==> config.mk <==
export PLATFORM = sky130hd
export DESIGN_NAME = bcd_countdown
export DESIGN_NICKNAME = d
export VERILOG_FILES = /design/src/rtl/bcd_countdown.sv
export SDC_FILE = /design/constraint.sdc
export NUM_CORES = 1
export LEC_CHECK = 0
export BUFFER_PORTS_ARGS = -buffer_cell sky130_fd_sc_hd__buf_2
export CORE_MARGIN = 2
export CORE_UTILIZATION = 51
export CTS_CLUSTER_DIAMETER = 200
export DETAILED_ROUTE_END_ITERATION = 7
export PLACE_DENSITY = 0.78
export SLEW_MARGIN = 20
export SYNTH_ARGS = -nofsm -noshare
export SYNTH_HDL_FRONTEND = slang
export SYNTH_SLANG_ARGS = --single-unit
==> constraint.sdc <==
create_clock -name clk -period 1.6 [get_ports clk]
set_input_delay 0.48 -clock clk [delete_from_list [all_inputs] [get_ports clk]]
set_output_delay 0.48 -clock clk [all_outputs]
set_load 0.03 [all_outputs]
==> src/rtl/bcd_countdown.sv <==
// -----------------------------------------------------------------------------
// bcd_countdown
//   Two-digit BCD countdown counter. A preset (00-99) is loaded, started,
//   optionally paused/resumed, and a one-cycle done pulse marks the cycle in
//   which the count first shows 00. A prescaler stretches each decrement to
//   TICK_DIV run cycles.
//
//   Optional feature: define BCD_COUNTDOWN_AUTO_RELOAD_EN to make the counter
//   reload its last preset one tick after reaching 00 (periodic decade timer).
//
// Parameters:
//   TICK_DIV  run cycles per decrement, 1..65535
//
// Ports:
//   clk       in   rising-edge clock
//   reset     in   asynchronous active-high reset
//   load      in   load load_val (highest priority)
//   load_val  in   [7:4] tens, [3:0] ones, BCD preset
//   start     in   start from IDLE / resume from PAUSE
//   pause     in   freeze counting while running
//   q         out  current count, BCD
//   busy      out  high while running or paused
//   done      out  one-cycle pulse when q first shows 00
//   err       out  one-cycle pulse after a rejected (non-BCD) load
// -----------------------------------------------------------------------------
module bcd_countdown #(
    parameter int unsigned TICK_DIV = 1
) (
    input  logic       clk,
    input  logic       reset,
    input  logic       load,
    input  logic [7:0] load_val,
    input  logic       start,
    input  logic       pause,
    output logic [7:0] q,
    output logic       busy,
    output logic       done,
    output logic       err
);

    typedef enum logic [1:0] {
        S_IDLE  = 2'd0,
        S_RUN   = 2'd1,
        S_PAUSE = 2'd2
    } state_t;

    localparam logic [15:0] TICK_LAST = 16'(TICK_DIV - 1);

    state_t      r_state;
    logic [7:0]  r_q;
    logic [15:0] r_presc;
    logic        r_done;
    logic        r_err;
`ifdef BCD_COUNTDOWN_AUTO_RELOAD_EN
    logic [7:0]  r_reload;
`endif

    logic        w_load_ok;
    logic        w_tick;
    logic        w_at_zero;
    logic [7:0]  w_q_dec;

    // One BCD step down; the caller never applies it to 00.
    function automatic logic [7:0] bcd_dec(input logic [7:0] v);
        if (v[3:0] != 4'd0)
            return {v[7:4], v[3:0] - 4'd1};
        else
            return {v[7:4] - 4'd1, 4'd9};
    endfunction

    assign w_load_ok = (load_val[7:4] <= 4'd9) && (load_val[3:0] <= 4'd9);
    assign w_tick    = (r_presc == TICK_LAST);
    assign w_at_zero = (r_q == 8'h00);
    assign w_q_dec   = bcd_dec(r_q);

    always_ff @(posedge clk or posedge reset) begin
        if (reset) begin
            r_state  <= S_IDLE;
            r_q      <= 8'h00;
            r_presc  <= 16'd0;
            r_done   <= 1'b0;
            r_err    <= 1'b0;
`ifdef BCD_COUNTDOWN_AUTO_RELOAD_EN
            r_reload <= 8'h00;
`endif
        end else begin
            r_done <= 1'b0;
            r_err  <= 1'b0;
            if (load) begin
                // A rejected load still claims the edge: nothing else moves.
                if (w_load_ok) begin
                    r_q     <= load_val;
                    r_presc <= 16'd0;
                    r_state <= S_IDLE;
`ifdef BCD_COUNTDOWN_AUTO_RELOAD_EN
                    r_reload <= load_val;
`endif
                end else begin
                    r_err <= 1'b1;
                end
            end else begin
                case (r_state)
                    S_IDLE: begin
                        // pause outranks start even where it has no effect itself
                        if (!pause && start && !w_at_zero) begin
                            r_state <= S_RUN;
                            r_presc <= 16'd0;
                        end
                    end
                    S_RUN: begin
                        if (pause) begin
                            r_state <= S_PAUSE;
                        end else if (w_tick) begin
                            r_presc <= 16'd0;
`ifdef BCD_COUNTDOWN_AUTO_RELOAD_EN
                            if (w_at_zero) begin
                                // tick after reaching 00: restart the period
                                if (r_reload != 8'h00)
                                    r_q <= r_reload;
                                else
                                    r_state <= S_IDLE;
                            end else begin
                                r_q <= w_q_dec;
                                if (w_q_dec == 8'h00)
                                    r_done <= 1'b1;
                            end
`else
                            r_q <= w_q_dec;
                            if (w_q_dec == 8'h00) begin
                                r_done  <= 1'b1;
                                r_state <= S_IDLE;
                            end
`endif
                        end else begin
                            r_presc <= r_presc + 16'd1;
                        end
                    end
                    S_PAUSE: begin
                        // resume keeps the prescaler where it was frozen
                        if (!pause && start)
                            r_state <= S_RUN;
                    end
                    default: r_state <= S_IDLE;
                endcase
            end
        end
    end

    assign q    = r_q;
    assign busy = (r_state != S_IDLE);
    assign done = r_done;
    assign err  = r_err;

endmodule

==> flow_metrics.py <==
metrics = {
    "drt": {
        "vias": 2559,
        "routedWlPerCell_um": 27.00,
        "drt-total-wl_um": 9395,
        "drc": 0,
        "routed_via_density": 7.353,
        "dr.pass1.iters": 7,
        "ant_nets": 0,
        "dr.first_iter.drc_count": 552,
    },
    "finish": {
        "drive_gt1_share_pct": 54.49,
        "regArea_sq_um": 710.7,
        "fin_util_pct": 90.10,
        "finalNonFillerCells": 348,
        "fill_cells": 134,
        "area_growth_pct": 68.40,
        "layout.nets": 319,
        "multiInputGateArea_sq_um": 1294,
        "fin_area_sq_um": 3007,
    },
    "sta": {
        "hold-worst-slack_ns": 0.1501,
        "hold_viol": 0,
        "fmax_mhz": 511.9,
        "final.setup.tns_ns": -6.858,
        "period_share_pct": 122.1,
        "worst_slack_ns": -0.3536,
        "slew_headroom_pct": 72.38,
        "setup_viol": 34,
        "fin_crit_ns": 1.954,
        "rsz0062_at_grt": "yes",
        "worst_pin_slew_ns": 0.4108,
        "drv_slew": 0,
        "finalClockSkew_ns": 0.02472,
    },
    "critical_path": {
        "r2r_end": "r_state[0]",
        "required_ns": 1.85,
        "critPathTopFamily": "simple AND/OR/NAND/NOR gates",
        "worstReg2RegStart": "q[4]",
        "arrival_ns": 2.20,
        "rrSetupSlack_ns": -0.35,
        "cpPeakStageDelay_ns": 0.58,
        "r2r_cells": 5,
        "path_cells": "or4_4 > nor4_4 > xnor2_1 > nand3b_1 > a21o_1",
        "critical_path.endpoint_type": "flip-flop",
        "cp_num_buf_inv": 0,
        "worstPathMaxFanout": 3,
        "startpoint_type": "flip-flop",
        "path_class": "flip-flop to flip-flop",
        "slowest_stage": "or4_4",
    },
    "synth": {
        "ys_warn_count": 0,
        "synthDominantCellAreaShare_pct": 39.24,
        "synth-main-ff-cell": "dfrtp_1",
        "netlist_area_sq_um": 1785,
        "async_reset_ff_share_pct": 100.0,
        "synth_area_leaders": "dfrtp_1, nand3_1, nand2_1",
        "synth-seq-cells": 28,
        "synth-edff-count": 0,
        "synth.distinct_cells": 44,
        "yosysTopAreaCell": "dfrtp_1",
        "syn-mean-instance-area_sq_um": 8.667,
        "syn_inst": 206,
        "yosysMostFrequentCell": "dfrtp_1",
        "synth.net_count": 223,
        "synth-seq-area-share_pct": 39.24,
        "synth_common_cells": "dfrtp_1, nand2_1, nand3_1",
    },
    "grt": {
        "overflow": 0,
        "grt_use_total_pct": 39.76,
        "grt_pass1_wl_um": 12290,
        "grt_start_max_net_pins": 29,
        "first_global_vias": 2363,
        "antenna_found_initial": 0,
    },
    "clock_network": {
        "cts_tree": "built",
        "cts_hold_buf": 0,
        "cts.clk_slew.worst_paths_ns": 0.18,
        "clock_latency_ns": 0.37,
        "htree_levels": 1,
        "cts-root-buf": "clkbuf_4",
        "numCtsBuffers": 3,
        "cts_buffer_depth": 2,
        "cts_sinks": 28,
    },
    "outcome": {
        "status": "finished with violations",
        "violations": "negative setup slack",
    },
    "floorplanning": {
        "core_sq_um": 3337,
        "num_rows": 21,
        "die_w_um": 63.17,
        "boundaryPins": 24,
        "die_area_sq_um": 3990,
        "initial_core_util_pct": 53.51,
        "die_y_um": 63.17,
    },
    "pwr": {
        "cellLeakagePower_nw": 1.370,
        "power.density_nw_per_um2": 795.7,
        "ir_drop_v": 0.0005679,
        "total_power_mw": 2.392,
    },
    "placement": {
        "hpwl_um": 3972,
        "placed_cells": 328,
        "placement.io_buffers": 23,
        "gp_congestion": 0.9532,
        "place_area_sq_um": 2471,
        "dpl_worst_slack_ns": -0.3364,
    },
    "min_path": {
        "hp-class": "input port to async pin",
    },
    "flow_run": {
        "drv_cap": 0,
    },
}
==> power breakdown <==
group          internal [mW]  total (mW)  switching [mW]  leakage, nW
sequential             0.770       0.862          0.0929        0.361
clock                  0.254       0.499           0.245       0.0279
combinational          0.454        1.03           0.577        0.981
total                   1.48        2.39           0.915         1.37
==> how the worst max path moves through the flow <==
| stage | from | to | cells after the start |
|---|---|---|---|
| floorplan | q[4] | r_state[0] | 5 |
| global placement | load | q[4] | 6 |
| detailed placement | load | q[3] | 6 |
| CTS | q[4] | r_state[0] | 5 |
| global route | r_presc[0] | q[7] | 8 |
| finish | q[4] | r_state[0] | 5 |
==> cell usage in the layout (no fill, tap or decap), types with 7 or more instances in the layout <==
| master | n |
|---|---|
| o21ai_1 | 7 |
| nor3_1 | 8 |
| nor2_1 | 11 |
| dfrtp_1 | 20 |
| a21oi_1 | 7 |
| nand3_1 | 13 |
| inv_1 | 8 |
| nand2_1 | 15 |
| buf_6 | 24 |
| dfrtp_2 | 8 |
| buf_4 | 60 |
| buf_2 | 14 |
==> timing repair <==
item / 4_1_cts / 5_1_grt
gates cloned: 1 / 0
setup buffers: 8 / 9
resized for setup: 62 / 37
setup endpoints to repair: 31 / 35
pin swaps: 21 / 15
==> registers in the layout, summed over array words and instances, names as in the netlist <==
register / cells
r_presc: 16
q: 8
r_state: 2
done: 1
err: 1
==> cell type report <==
class / instances / share of cell area (%)
multi-input cells: 157 / 43.03
inverters: 11 / 1.457
clock buffers: 3 / 0.7491
flip-flops and latches: 28 / 23.64
well taps: 46 / 1.914
repair buffers: 101 / 28.13
diodes: 1 / 0.08323
clock inverters: 1 / 0.9988
==> worst register-to-register path, delay by kind of cell, from the launching register on <==
kind            cells  cell delay (ns)
xor+xnor            1             0.19
compound gates      1             0.23
flops               1             0.48
simple gates        3             0.95
==> kinds of logic (layout without fill, tap and decap cells) <==
family | after synthesis | in the layout | share of synthesized area, %
other cells | 0 | 1 | 0
fa+ha+maj | 4 | 4 | 2.803
xor+xnor | 1 | 1 | 0.4906
flops | 28 | 28 | 39.24
mux | 3 | 3 | 1.682
simple gates | 98 | 99 | 31.67
compound gates | 50 | 50 | 19.13
buf+inv | 22 | 116 | 4.975
==> layer usage <==
| layer | share of wire (%) | wire length (um) | up-vias | GRT usage (%) |
|---|---|---|---|---|
| met5 | 0 | 0 | - | 0 |
| met4 | 9.7 | 907 | 0 | 22.01 |
| met3 | 12 | 1133 | 104 | 6.786 |
| met2 | 45 | 4224 | 295 | 70.08 |
| met1 | 33 | 3130 | 1187 | 45.58 |
| li1 | - | - | 973 | - |
(Power assumes the default switching activity.)
